File: config.mk
export PLATFORM = sky130hd
export DESIGN_NAME = wb_periph_mux_flat
export DESIGN_NICKNAME = d
export VERILOG_FILES = /design/src/rtl/wb_periph_mux_if.sv /design/src/rtl/wb_periph_mux.sv /design/src/flat_wrapper.sv
export SDC_FILE = /design/constraint.sdc
export NUM_CORES = 1
export LEC_CHECK = 0
export CORE_MARGIN = 1
export CORE_UTILIZATION = 42
export CTS_BUF_LIST = sky130_fd_sc_hd__clkbuf_8
export DETAILED_ROUTE_END_ITERATION = 7
export HOLD_SLACK_MARGIN = 0.15
export PLACE_DENSITY = 0.94
export RECOVER_POWER = 100
export REMOVE_ABC_BUFFERS = 1
export SYNTH_ARGS = -nofsm -noshare
export SYNTH_HDL_FRONTEND = slang
export SYNTH_SLANG_ARGS = --single-unit
File: constraint.sdc
create_clock -name wb_clk_i -period 3.01 [get_ports wb_clk_i]
set_clock_uncertainty 0.2 [all_clocks]
set_input_delay 0.301 -clock wb_clk_i [delete_from_list [all_inputs] [get_ports wb_clk_i]]
set_output_delay 0.301 -clock wb_clk_i [all_outputs]
set_load 0.02 [all_outputs]
File: src/rtl/wb_periph_mux_if.sv
// Host-side classic Wishbone bus used by wb_periph_mux.
// The slave modport is the mux's view; the master modport is the host's view.
interface wb_periph_mux_if;
  logic        wbs_cyc_i;
  logic        wbs_stb_i;
  logic        wbs_we_i;
  logic [3:0]  wbs_sel_i;
  logic [31:0] wbs_adr_i;
  logic [31:0] wbs_dat_i;
  logic        wbs_ack_o;
  logic [31:0] wbs_dat_o;

  modport slave (
    input  wbs_cyc_i,
    input  wbs_stb_i,
    input  wbs_we_i,
    input  wbs_sel_i,
    input  wbs_adr_i,
    input  wbs_dat_i,
    output wbs_ack_o,
    output wbs_dat_o
  );

  modport master (
    output wbs_cyc_i,
    output wbs_stb_i,
    output wbs_we_i,
    output wbs_sel_i,
    output wbs_adr_i,
    output wbs_dat_i,
    input  wbs_ack_o,
    input  wbs_dat_o
  );
endinterface

File: src/rtl/wb_periph_mux.sv
// wb_periph_mux: Wishbone front-end that routes one host cycle at a time to
// the SPI or UART register bank, or to a local status CSR.
// Window offset map adr[9:8]: 0 SPI, 1 UART, 2 CSR, 3 unmapped.
// Optional feature macro WB_PERIPH_TIMEOUT_EN: when defined, a forwarded
// cycle that is not acked within TIMEOUT cycles is completed with 0xDEAD_BEEF
// and recorded in the CSR (sticky TO flag plus saturating TO count).
module wb_periph_mux #(
  parameter logic [31:0] ADDR_BASE = 32'h3000_0000,
  parameter int unsigned TIMEOUT   = 255
) (
  input  logic               wb_clk_i,
  input  logic               wb_rst_i,
  wb_periph_mux_if.slave     wbs,
  output logic [7:0]         s_adr_o,
  output logic [31:0]        s_dat_o,
  output logic               s_we_o,
  output logic [3:0]         s_sel_o,
  output logic               spi_stb_o,
  output logic               uart_stb_o,
  input  logic               spi_ack_i,
  input  logic               uart_ack_i,
  input  logic [31:0]        spi_dat_i,
  input  logic [31:0]        uart_dat_i
);

  typedef enum logic [1:0] {
    ST_IDLE = 2'd0,
    ST_FWD  = 2'd1,
    ST_ACK  = 2'd2
  } state_e;

  localparam logic [1:0]  REG_SPI  = 2'd0;
  localparam logic [1:0]  REG_UART = 2'd1;
  localparam logic [1:0]  REG_CSR  = 2'd2;
  localparam logic [15:0] CSR_ID   = 16'hA5C1;
  localparam logic [31:0] TO_DATA  = 32'hDEAD_BEEF;

  // Reject timeout values the 16-bit timer cannot represent.
  if ((TIMEOUT < 32'd2) || (TIMEOUT > 32'd65535)) begin : g_bad_timeout
    $error("wb_periph_mux: TIMEOUT must be within 2..65535");
  end

  // Status word as seen by a host read of the CSR.
  function automatic logic [31:0] csr_word(
    input logic       unm,
    input logic       to_flag,
    input logic [7:0] to_cnt
  );
    csr_word = {CSR_ID, 6'd0, unm, to_flag, to_cnt};
  endfunction

  state_e      state_q, state_d;
  logic        spi_stb_q, spi_stb_d;
  logic        uart_stb_q, uart_stb_d;
  logic [7:0]  adr_q, adr_d;
  logic [31:0] dat_q, dat_d;
  logic        we_q, we_d;
  logic [3:0]  sel_q, sel_d;
  logic        ack_q, ack_d;
  logic [31:0] rdata_q, rdata_d;
  logic        unm_flag_q, unm_flag_d;

  logic        req_hit_s;
  logic        tgt_ack_s;
  logic [31:0] tgt_dat_s;
  logic [31:0] csr_rd_s;

`ifdef WB_PERIPH_TIMEOUT_EN
  localparam logic [15:0] TO_LAST = 16'(TIMEOUT - 32'd1);

  logic [15:0] timer_q, timer_d;
  logic [7:0]  to_cnt_q, to_cnt_d;
  logic        to_flag_q, to_flag_d;
`endif

  // Request decode, target response select and CSR read value.
  always_comb begin
    req_hit_s = wbs.wbs_cyc_i && wbs.wbs_stb_i &&
                (wbs.wbs_adr_i[31:10] == ADDR_BASE[31:10]);
    // Only one strobe is ever high, so the strobe identifies the target.
    tgt_ack_s = spi_stb_q ? spi_ack_i : uart_ack_i;
    tgt_dat_s = spi_stb_q ? spi_dat_i : uart_dat_i;
`ifdef WB_PERIPH_TIMEOUT_EN
    csr_rd_s  = csr_word(unm_flag_q, to_flag_q, to_cnt_q);
`else
    csr_rd_s  = csr_word(unm_flag_q, 1'b0, 8'd0);
`endif
  end

  // Next-state and next-output logic of the IDLE/FWD/ACK controller.
  always_comb begin
    state_d    = state_q;
    spi_stb_d  = spi_stb_q;
    uart_stb_d = uart_stb_q;
    adr_d      = adr_q;
    dat_d      = dat_q;
    we_d       = we_q;
    sel_d      = sel_q;
    ack_d      = 1'b0;
    rdata_d    = rdata_q;
    unm_flag_d = unm_flag_q;
`ifdef WB_PERIPH_TIMEOUT_EN
    timer_d    = timer_q;
    to_cnt_d   = to_cnt_q;
    to_flag_d  = to_flag_q;
`endif

    case (state_q)
      ST_IDLE: begin
        if (req_hit_s) begin
          adr_d = wbs.wbs_adr_i[7:0];
          dat_d = wbs.wbs_dat_i;
          we_d  = wbs.wbs_we_i;
          sel_d = wbs.wbs_sel_i;
          case (wbs.wbs_adr_i[9:8])
            REG_SPI: begin
              spi_stb_d = 1'b1;
              state_d   = ST_FWD;
`ifdef WB_PERIPH_TIMEOUT_EN
              timer_d   = 16'd0;
`endif
            end
            REG_UART: begin
              uart_stb_d = 1'b1;
              state_d    = ST_FWD;
`ifdef WB_PERIPH_TIMEOUT_EN
              timer_d    = 16'd0;
`endif
            end
            REG_CSR: begin
              // Writes return zero data; reads return the current status.
              rdata_d    = wbs.wbs_we_i ? 32'd0 : csr_rd_s;
              unm_flag_d = (wbs.wbs_we_i && wbs.wbs_sel_i[1] && wbs.wbs_dat_i[9]) ?
                           1'b0 : unm_flag_q;
`ifdef WB_PERIPH_TIMEOUT_EN
              to_cnt_d   = (wbs.wbs_we_i && wbs.wbs_sel_i[0]) ? 8'd0 : to_cnt_q;
              to_flag_d  = (wbs.wbs_we_i && wbs.wbs_sel_i[1] && wbs.wbs_dat_i[8]) ?
                           1'b0 : to_flag_q;
`endif
              ack_d      = 1'b1;
              state_d    = ST_ACK;
            end
            default: begin
              rdata_d    = 32'd0;
              unm_flag_d = 1'b1;
              ack_d      = 1'b1;
              state_d    = ST_ACK;
            end
          endcase
        end else begin
          state_d = ST_IDLE;
        end
      end

      ST_FWD: begin
        if (!wbs.wbs_cyc_i) begin
          // Host abandoned the cycle: release the slave quietly.
          spi_stb_d  = 1'b0;
          uart_stb_d = 1'b0;
          state_d    = ST_IDLE;
        end else if (tgt_ack_s) begin
          // A real ack beats a coincident timer expiry.
          rdata_d    = we_q ? 32'd0 : tgt_dat_s;
          spi_stb_d  = 1'b0;
          uart_stb_d = 1'b0;
          ack_d      = 1'b1;
          state_d    = ST_ACK;
        end
`ifdef WB_PERIPH_TIMEOUT_EN
        else if (timer_q == TO_LAST) begin
          rdata_d    = TO_DATA;
          spi_stb_d  = 1'b0;
          uart_stb_d = 1'b0;
          to_flag_d  = 1'b1;
          to_cnt_d   = (to_cnt_q == 8'hFF) ? 8'hFF : (to_cnt_q + 8'd1);
          ack_d      = 1'b1;
          state_d    = ST_ACK;
        end else begin
          timer_d = timer_q + 16'd1;
        end
`else
        else begin
          state_d = ST_FWD;
        end
`endif
      end

      ST_ACK: begin
        state_d = ST_IDLE;
      end

      default: begin
        spi_stb_d  = 1'b0;
        uart_stb_d = 1'b0;
        state_d    = ST_IDLE;
      end
    endcase
  end

  // Controller state, latched bus and host response registers.
  always_ff @(posedge wb_clk_i) begin
    if (wb_rst_i) begin
      state_q    <= ST_IDLE;
      spi_stb_q  <= 1'b0;
      uart_stb_q <= 1'b0;
      adr_q      <= 8'd0;
      dat_q      <= 32'd0;
      we_q       <= 1'b0;
      sel_q      <= 4'd0;
      ack_q      <= 1'b0;
      rdata_q    <= 32'd0;
      unm_flag_q <= 1'b0;
    end else begin
      state_q    <= state_d;
      spi_stb_q  <= spi_stb_d;
      uart_stb_q <= uart_stb_d;
      adr_q      <= adr_d;
      dat_q      <= dat_d;
      we_q       <= we_d;
      sel_q      <= sel_d;
      ack_q      <= ack_d;
      rdata_q    <= rdata_d;
      unm_flag_q <= unm_flag_d;
    end
  end

`ifdef WB_PERIPH_TIMEOUT_EN
  // Response timer and timeout bookkeeping registers.
  always_ff @(posedge wb_clk_i) begin
    if (wb_rst_i) begin
      timer_q   <= 16'd0;
      to_cnt_q  <= 8'd0;
      to_flag_q <= 1'b0;
    end else begin
      timer_q   <= timer_d;
      to_cnt_q  <= to_cnt_d;
      to_flag_q <= to_flag_d;
    end
  end
`endif

  assign wbs.wbs_ack_o = ack_q;
  assign wbs.wbs_dat_o = rdata_q;
  assign s_adr_o       = adr_q;
  assign s_dat_o       = dat_q;
  assign s_we_o        = we_q;
  assign s_sel_o       = sel_q;
  assign spi_stb_o     = spi_stb_q;
  assign uart_stb_o    = uart_stb_q;

endmodule

File: src/flat_wrapper.sv
// flat-port wrapper written by rule: the top's interface ports become plain ports
module wb_periph_mux_flat 
#(
  parameter logic [31:0] ADDR_BASE = 32'h3000_0000,
  parameter int unsigned TIMEOUT   = 255
)
  (wb_clk_i, wb_rst_i, s_adr_o, s_dat_o, s_we_o, s_sel_o, spi_stb_o, uart_stb_o, spi_ack_i, uart_ack_i, spi_dat_i, uart_dat_i, wbs_wbs_cyc_i, wbs_wbs_stb_i, wbs_wbs_we_i, wbs_wbs_sel_i, wbs_wbs_adr_i, wbs_wbs_dat_i, wbs_wbs_ack_o, wbs_wbs_dat_o);
  wb_periph_mux_if wbs_i ();
  input  logic wb_clk_i;
  input  logic wb_rst_i;
  output logic [7:0] s_adr_o;
  output logic [31:0] s_dat_o;
  output logic s_we_o;
  output logic [3:0] s_sel_o;
  output logic spi_stb_o;
  output logic uart_stb_o;
  input  logic spi_ack_i;
  input  logic uart_ack_i;
  input  logic [31:0] spi_dat_i;
  input  logic [31:0] uart_dat_i;
  input wire logic [$bits(wbs_i.wbs_cyc_i)-1:0] wbs_wbs_cyc_i;
  input wire logic [$bits(wbs_i.wbs_stb_i)-1:0] wbs_wbs_stb_i;
  input wire logic [$bits(wbs_i.wbs_we_i)-1:0] wbs_wbs_we_i;
  input wire logic [$bits(wbs_i.wbs_sel_i)-1:0] wbs_wbs_sel_i;
  input wire logic [$bits(wbs_i.wbs_adr_i)-1:0] wbs_wbs_adr_i;
  input wire logic [$bits(wbs_i.wbs_dat_i)-1:0] wbs_wbs_dat_i;
  output wire logic [$bits(wbs_i.wbs_ack_o)-1:0] wbs_wbs_ack_o;
  output wire logic [$bits(wbs_i.wbs_dat_o)-1:0] wbs_wbs_dat_o;
  assign wbs_i.wbs_cyc_i = wbs_wbs_cyc_i;
  assign wbs_i.wbs_stb_i = wbs_wbs_stb_i;
  assign wbs_i.wbs_we_i = wbs_wbs_we_i;
  assign wbs_i.wbs_sel_i = wbs_wbs_sel_i;
  assign wbs_i.wbs_adr_i = wbs_wbs_adr_i;
  assign wbs_i.wbs_dat_i = wbs_wbs_dat_i;
  assign wbs_wbs_ack_o = wbs_i.wbs_ack_o;
  assign wbs_wbs_dat_o = wbs_i.wbs_dat_o;
  wb_periph_mux #(.ADDR_BASE(ADDR_BASE), .TIMEOUT(TIMEOUT)) u_core (.wb_clk_i(wb_clk_i), .wb_rst_i(wb_rst_i), .wbs(wbs_i), .s_adr_o(s_adr_o), .s_dat_o(s_dat_o), .s_we_o(s_we_o), .s_sel_o(s_sel_o), .spi_stb_o(spi_stb_o), .uart_stb_o(uart_stb_o), .spi_ack_i(spi_ack_i), .uart_ack_i(uart_ack_i), .spi_dat_i(spi_dat_i), .uart_dat_i(uart_dat_i));
endmodule
==> impl_metrics.tcl, run 1 <==
set metrics [dict create \
    status "completed" \
    grt_overflow 0 \
    syn_area_sq_mm 0.00366 \
    dieArea_sq_mm 0.00909 \
    coreArea_sq_mm 0.00834 \
    worst-slew-pin-transition_ns 0.874 \
    tritoncts "built" \
    max_freq_mhz 374 \
    drt-initial-drc-count 85 \
    post_cts_buffers 0 \
    hold_class "register to register" \
    clk_pin_slew_ns 0.09 \
    finalCritPeriodShare_pct 88.8 \
    yosysMostFrequentCell "dfxtp_1" \
    fin_nets 709 \
    grt_setup_unrepaired "no" \
    dr.pass1.iters 4 \
    fin_crit_ns 2.67 \
    syn_area_per_cell_sq_um 10.1 \
    die_h_um 95.4 \
    rows 33 \
    cts_max_level 3 \
    cts_buffer_depth 2 \
    insertion_delay_ns 0.33 \
    path_cells "clkdlybuf4s50_1, nor4bb_1, nand4_1, nor4_4, clkbuf_4, nand2b_1, o31ai_1" \
    drive_gt1_share_pct 8.70 \
    grt_max_degree 49 \
    cts_resized 0 \
    drc 0 \
    final_util_pct 73.0 \
    placed_area_sq_mm 0.00588 \
    r2r_setup_slack_ns 0.34 \
    required_ns 3.06 \
    fillers 599 \
    via_count 3375 \
    grt_use_total_pct 22.4 \
    slew_headroom_pct 41.7 \
    yosysTopAreaCell "dfxtp_1" \
    yosysWarnings 0 \
    start_util_pct 43.9 \
    cap_violations 0 \
    powerDensity_mw_per_mm2 364 \
    cts.sinks 82 \
    synth-edff-count 0 \
    die_w_um 95.4 \
    final_max_slew_viol_count 0 \
    async_reset_ff_share_pct 0 \
    crit_buf_inv 2 \
    ys_types 34 \
    place.gp.congestion 0.745 \
    wire_per_inst_um 15.2 \
    setup_tns_ns 0 \
    whs_ns 0.279 \
    multi_input_area_sq_mm 0.00187 \
    finalHoldViolCount 0 \
    antenna_found_initial 0 \
    grt_pass1_wl_mm 15.8 \
    cts-hold-fix-buffers 0 \
    synth-main-ff-cell "dfxtp_1" \
    total_power_uw 2220 \
    yosys-top-cells-area "dfxtp_1 (45%), mux2i_1 (21%), mux2_2 (7.4%), nor2_1 (4.9%), nand2b_1 (4.6%)" \
    p_leak_uw 0.00248 \
    routed_wl_mm 10.3 \
    cts_inserted_buffers 9 \
    startpoint_type "input pin" \
    setup_viol 0 \
    ff_latch_area_sq_mm 0.00164 \
    worstPathMaxFanout 48 \
    area_growth_pct 66.3 \
    grt_pass1_vias 3331 \
    ant_nets 0 \
    root_buffer "clkbuf_8" \
    hpwl_mm 7.87 \
    slowest_stage "clkbuf_4" \
    critPathCaptureType "register" \
    ys_seq_elements 82 \
    pin_count 219 \
    synth_cells 363 \
    fin_area_sq_mm 0.00609 \
    n_antenna_cell 0 \
    synth_top_area_share_pct 44.8 \
    routed_via_density 4.96 \
    path_class "input pin to register" \
    slowest_delay_ns 0.70 \
    synth_commonest_cells "dfxtp_1 (82), mux2i_1 (77), nor2_1 (48)" \
    portBuffers 218 \
    cp_top_family "buffers and inverters" \
    ys_seq_area_share_pct 44.8 \
    ir_drop_v 0.000352 \
    crit_arrival_ns 2.72 \
]
-- per-stage QoR --
step | setup WS [ns] | instances
4_1_cts | 0.345 | 680
6_report | 0.336 | 680
3_5_place_dp | 0.326 | 664
5_1_grt | 0.0892 | 680
3_3_place_gp | 0.381 | 664
2_1_floorplan | -0.804 | 336
-- metal layers --
layer | track usage (%) | up-vias | routed length, um
met5 | 0 | - | 0
met4 | 6.57 | 0 | 95
met3 | 6.54 | 8 | 981
met2 | 40.4 | 148 | 5140
met1 | 25.3 | 1546 | 4100
li1 | - | 1673 | -
-- state kept, by name, summed over array words and instances (netlist names) --
register              flops
u_core.s_dat_o           32
u_core.s_sel_o            4
u_core.unm_flag_q         1
u_core.state_q            1
u_core.uart_stb_o         1
u_core.wbs.wbs_dat_o     32
u_core.s_adr_o            8
u_core.spi_stb_o          1
u_core.s_we_o             1
u_core.wbs.wbs_ack_o      1
-- kinds of logic (layout without fill, tap and decap cells) --
kind of cell           count (synthesis)  count (layout)  synth area share, %
AOI/OAI and AO/OA                     33              33                 6.70
buffers and inverters                 29             241                 4.24
DFF                                   82              82                 44.8
muxes                                102             102                 28.7
and+or+nand+nor                      117             117                 15.5
-- report_power, final --
| part | internal, uW | total, uW | switching, uW |
|---|---|---|---|
| Sequential | 1080 | 1080 | 0.0000350 |
| Clock | 492 | 888 | 396 |
| Combinational | 183 | 244 | 60.5 |
-- cell type report --
class,count,area share (%)
Sequential cell,82,27.0
Tap cell,105,2.16
Inverter,2,0.123
Timing Repair Buffer,223,36.3
Clock buffer,10,2.26
Multi-Input combinational cell,252,30.7
Clock inverter,6,1.46
-- path summary, 6_finish.rpt --
check                            from                       end  cells past startpoint
max                     wbs_wbs_stb_i          u_core.spi_stb_o                      7
min          u_core.wbs.wbs_dat_o[12]  u_core.wbs.wbs_dat_o[12]                      2
max reg2reg      u_core.wbs.wbs_ack_o   u_core.wbs.wbs_dat_o[5]                      5
min reg2reg  u_core.wbs.wbs_dat_o[12]  u_core.wbs.wbs_dat_o[12]                      2
-- layout by cell type, fill, tap and decap left out, types with 2 or more instances in the layout --
master           count
mux2i_1             77
nand3_1              2
mux2_2              24
dfxtp_1             82
buf_4                3
dlygate4sd3_1       79
nor4_1               3
clkbuf_8            10
a21oi_1             10
inv_1                2
bufinv_16            2
nand2b_1            27
clkinvlp_4           2
nand2_1             27
clkdlybuf4s50_1    138
o311a_1              7
nor2_1              48
a211oi_1             8
o21ai_0              2
nor4b_1              2
-- worst reg2reg max path: cells and delay by family (launching register included) --
family | cells | cell delay, ns
AOI/OAI and AO/OA | 1 | 0.53
DFF | 1 | 0.38
muxes | 1 | 0.34
and+or+nand+nor | 3 | 1.15
(Power assumes the default switching activity.)
==> run 2, diff against run 1 <==
CORE_MARGIN = 2   (was 1)
==> impl_metrics.tcl, run 2 (same netlist as run 1, synthesis figures left out) <==
set metrics [dict create \
    grt_pass1_vias 3716 \
    place.gp.congestion 0.757 \
    ant_nets 0 \
    fin_nets 709 \
    tritoncts "built" \
    grt_use_total_pct 21.9 \
    final_common_cell "clkdlybuf4s50_1" \
    finalHoldViolCount 0 \
    whs_ns 0.268 \
    r2r_cells 5 \
    cts_inserted_buffers 9 \
    post_cts_buffers 0 \
    via_count 3479 \
    worstPathMaxFanout 48 \
    cts-hold-fix-buffers 0 \
    drc 0 \
    p_leak_uw 0.00247 \
    critPathCaptureType "register" \
    hold_depth 2 \
    grt_max_degree 49 \
    placed_area_sq_mm 0.00588 \
    portBuffers 218 \
    dr.pass1.iters 4 \
    setup_viol 0 \
    cts.sinks 82 \
    routed_wl_mm 10.6 \
    grtUsageMet3_pct 7.84 \
    status "completed" \
    slew_headroom_pct 39.1 \
    n_antenna_cell 0 \
    r2r_setup_slack_ns 0.33 \
    min_to "u_core.uart_stb_o" \
    crit_arrival_ns 2.85 \
    grt_overflow 0 \
    root_buffer "clkbuf_8" \
    clk_pin_slew_ns 0.09 \
    path_class "input pin to register" \
    grt_use_met1_pct 23.1 \
    start_util_pct 42.6 \
    rows 34 \
    r2r-start "u_core.wbs.wbs_ack_o" \
    insertion_delay_ns 0.34 \
    powerDensity_mw_per_mm2 355 \
    hold_class "register to register" \
    pin_count 219 \
    dieArea_sq_mm 0.00948 \
    worst-slew-pin-transition_ns 0.913 \
    cap_violations 0 \
    coreArea_sq_mm 0.00859 \
    hpwl_mm 8.21 \
    ir_drop_v 0.000313 \
    met2_usage_pct 40.6 \
    grt-busiest-layer "met2" \
    startpoint_type "input pin" \
    antenna_found_initial 0 \
    required_ns 3.06 \
    drive_gt1_share_pct 8.52 \
    drt-initial-drc-count 86 \
    max_freq_mhz 356 \
    grt_pass1_wl_mm 17.3 \
    cts_max_level 3 \
    reg2reg_to "u_core.wbs.wbs_dat_o[20]" \
    grt_setup_unrepaired "no" \
    cts_buffer_depth 2 \
    wire_per_inst_um 15.5 \
    layout_common_cells "clkdlybuf4s50_1 (138), dfxtp_1 (82), dlygate4sd3_1 (79), mux2i_1 (77), nor2_1 (48)" \
    finalCritPeriodShare_pct 93.3 \
    die_w_um 97.4 \
    fin_crit_ns 2.81 \
    min_from "u_core.uart_stb_o" \
    die_h_um 97.4 \
    fin_area_sq_mm 0.00606 \
    routed_via_density 5.09 \
    cts_resized 0 \
    area_growth_pct 65.5 \
    final_max_slew_viol_count 0 \
]
run 2: changes by cell type in the layout (fill, tap and decap cells not counted), sizes merged:
cell / previous run / this run
bufinv: 2 / 1
clkbuf: 12 / 11
clkinvlp: 2 / 1
inv: 3 / 6
run 2: critical path: stages:
cell	delay [ns]
clkdlybuf4s50_1	0.41
nor4b_1	0.39
nand4_1	0.25
nor4_1	0.30
clkbuf_4	0.71
nand2b_1	0.20
o31ai_1	0.26
run 2: through the flow:
step           setup TNS (ns)  setup slack [ns]  utilization [%]  instances  power, uW
4_1_cts                     0             0.281             70.9        683       2170
6_report                    0             0.202             70.5        683       2150
2_1_floorplan          -32.43            -0.804                -        336       1150
3_3_place_gp                0             0.369             68.4        667       1350
3_5_place_dp                0             0.236             68.4        667       1350
5_1_grt                     0            0.0345             70.5        683       2230
run 2: report_power, final:
group          internal (uW)  switching, uW
clock                    400            424
sequential              1080      0.0000353
combinational            183           60.7
run 2: worst max-delay path by stage:
stage                       from                       end  slack (ns)
2_1_floorplan  wbs_wbs_adr_i[27]         u_core.state_q[0]       -0.80
3_3_place_gp   wbs_wbs_adr_i[21]         u_core.state_q[0]        0.37
3_5_place_dp   wbs_wbs_adr_i[21]          u_core.spi_stb_o        0.24
4_1_cts        u_core.state_q[0]  u_core.wbs.wbs_dat_o[19]        0.28
5_1_grt        wbs_wbs_adr_i[21]          u_core.spi_stb_o        0.03
6_report       wbs_wbs_adr_i[21]          u_core.spi_stb_o        0.20
run 2: cell type report:
cell class | instances | area (sq um)
Tap cell | 108 | 135
Inverter | 2 | 7.51
Clock inverter | 7 | 83.8
Multi-Input combinational cell | 252 | 1850
Sequential cell | 82 | 1640
Fill cell | 640 | 2530
Timing Repair Buffer | 223 | 2210
Clock buffer | 9 | 124
run 2: metal layers:
metal  up-vias  part of all wire, %
li1       1682                    -
met1      1625                   38
met2       156                   51
met3        16                  9.6
met4         0                  1.7
met5         -                    0
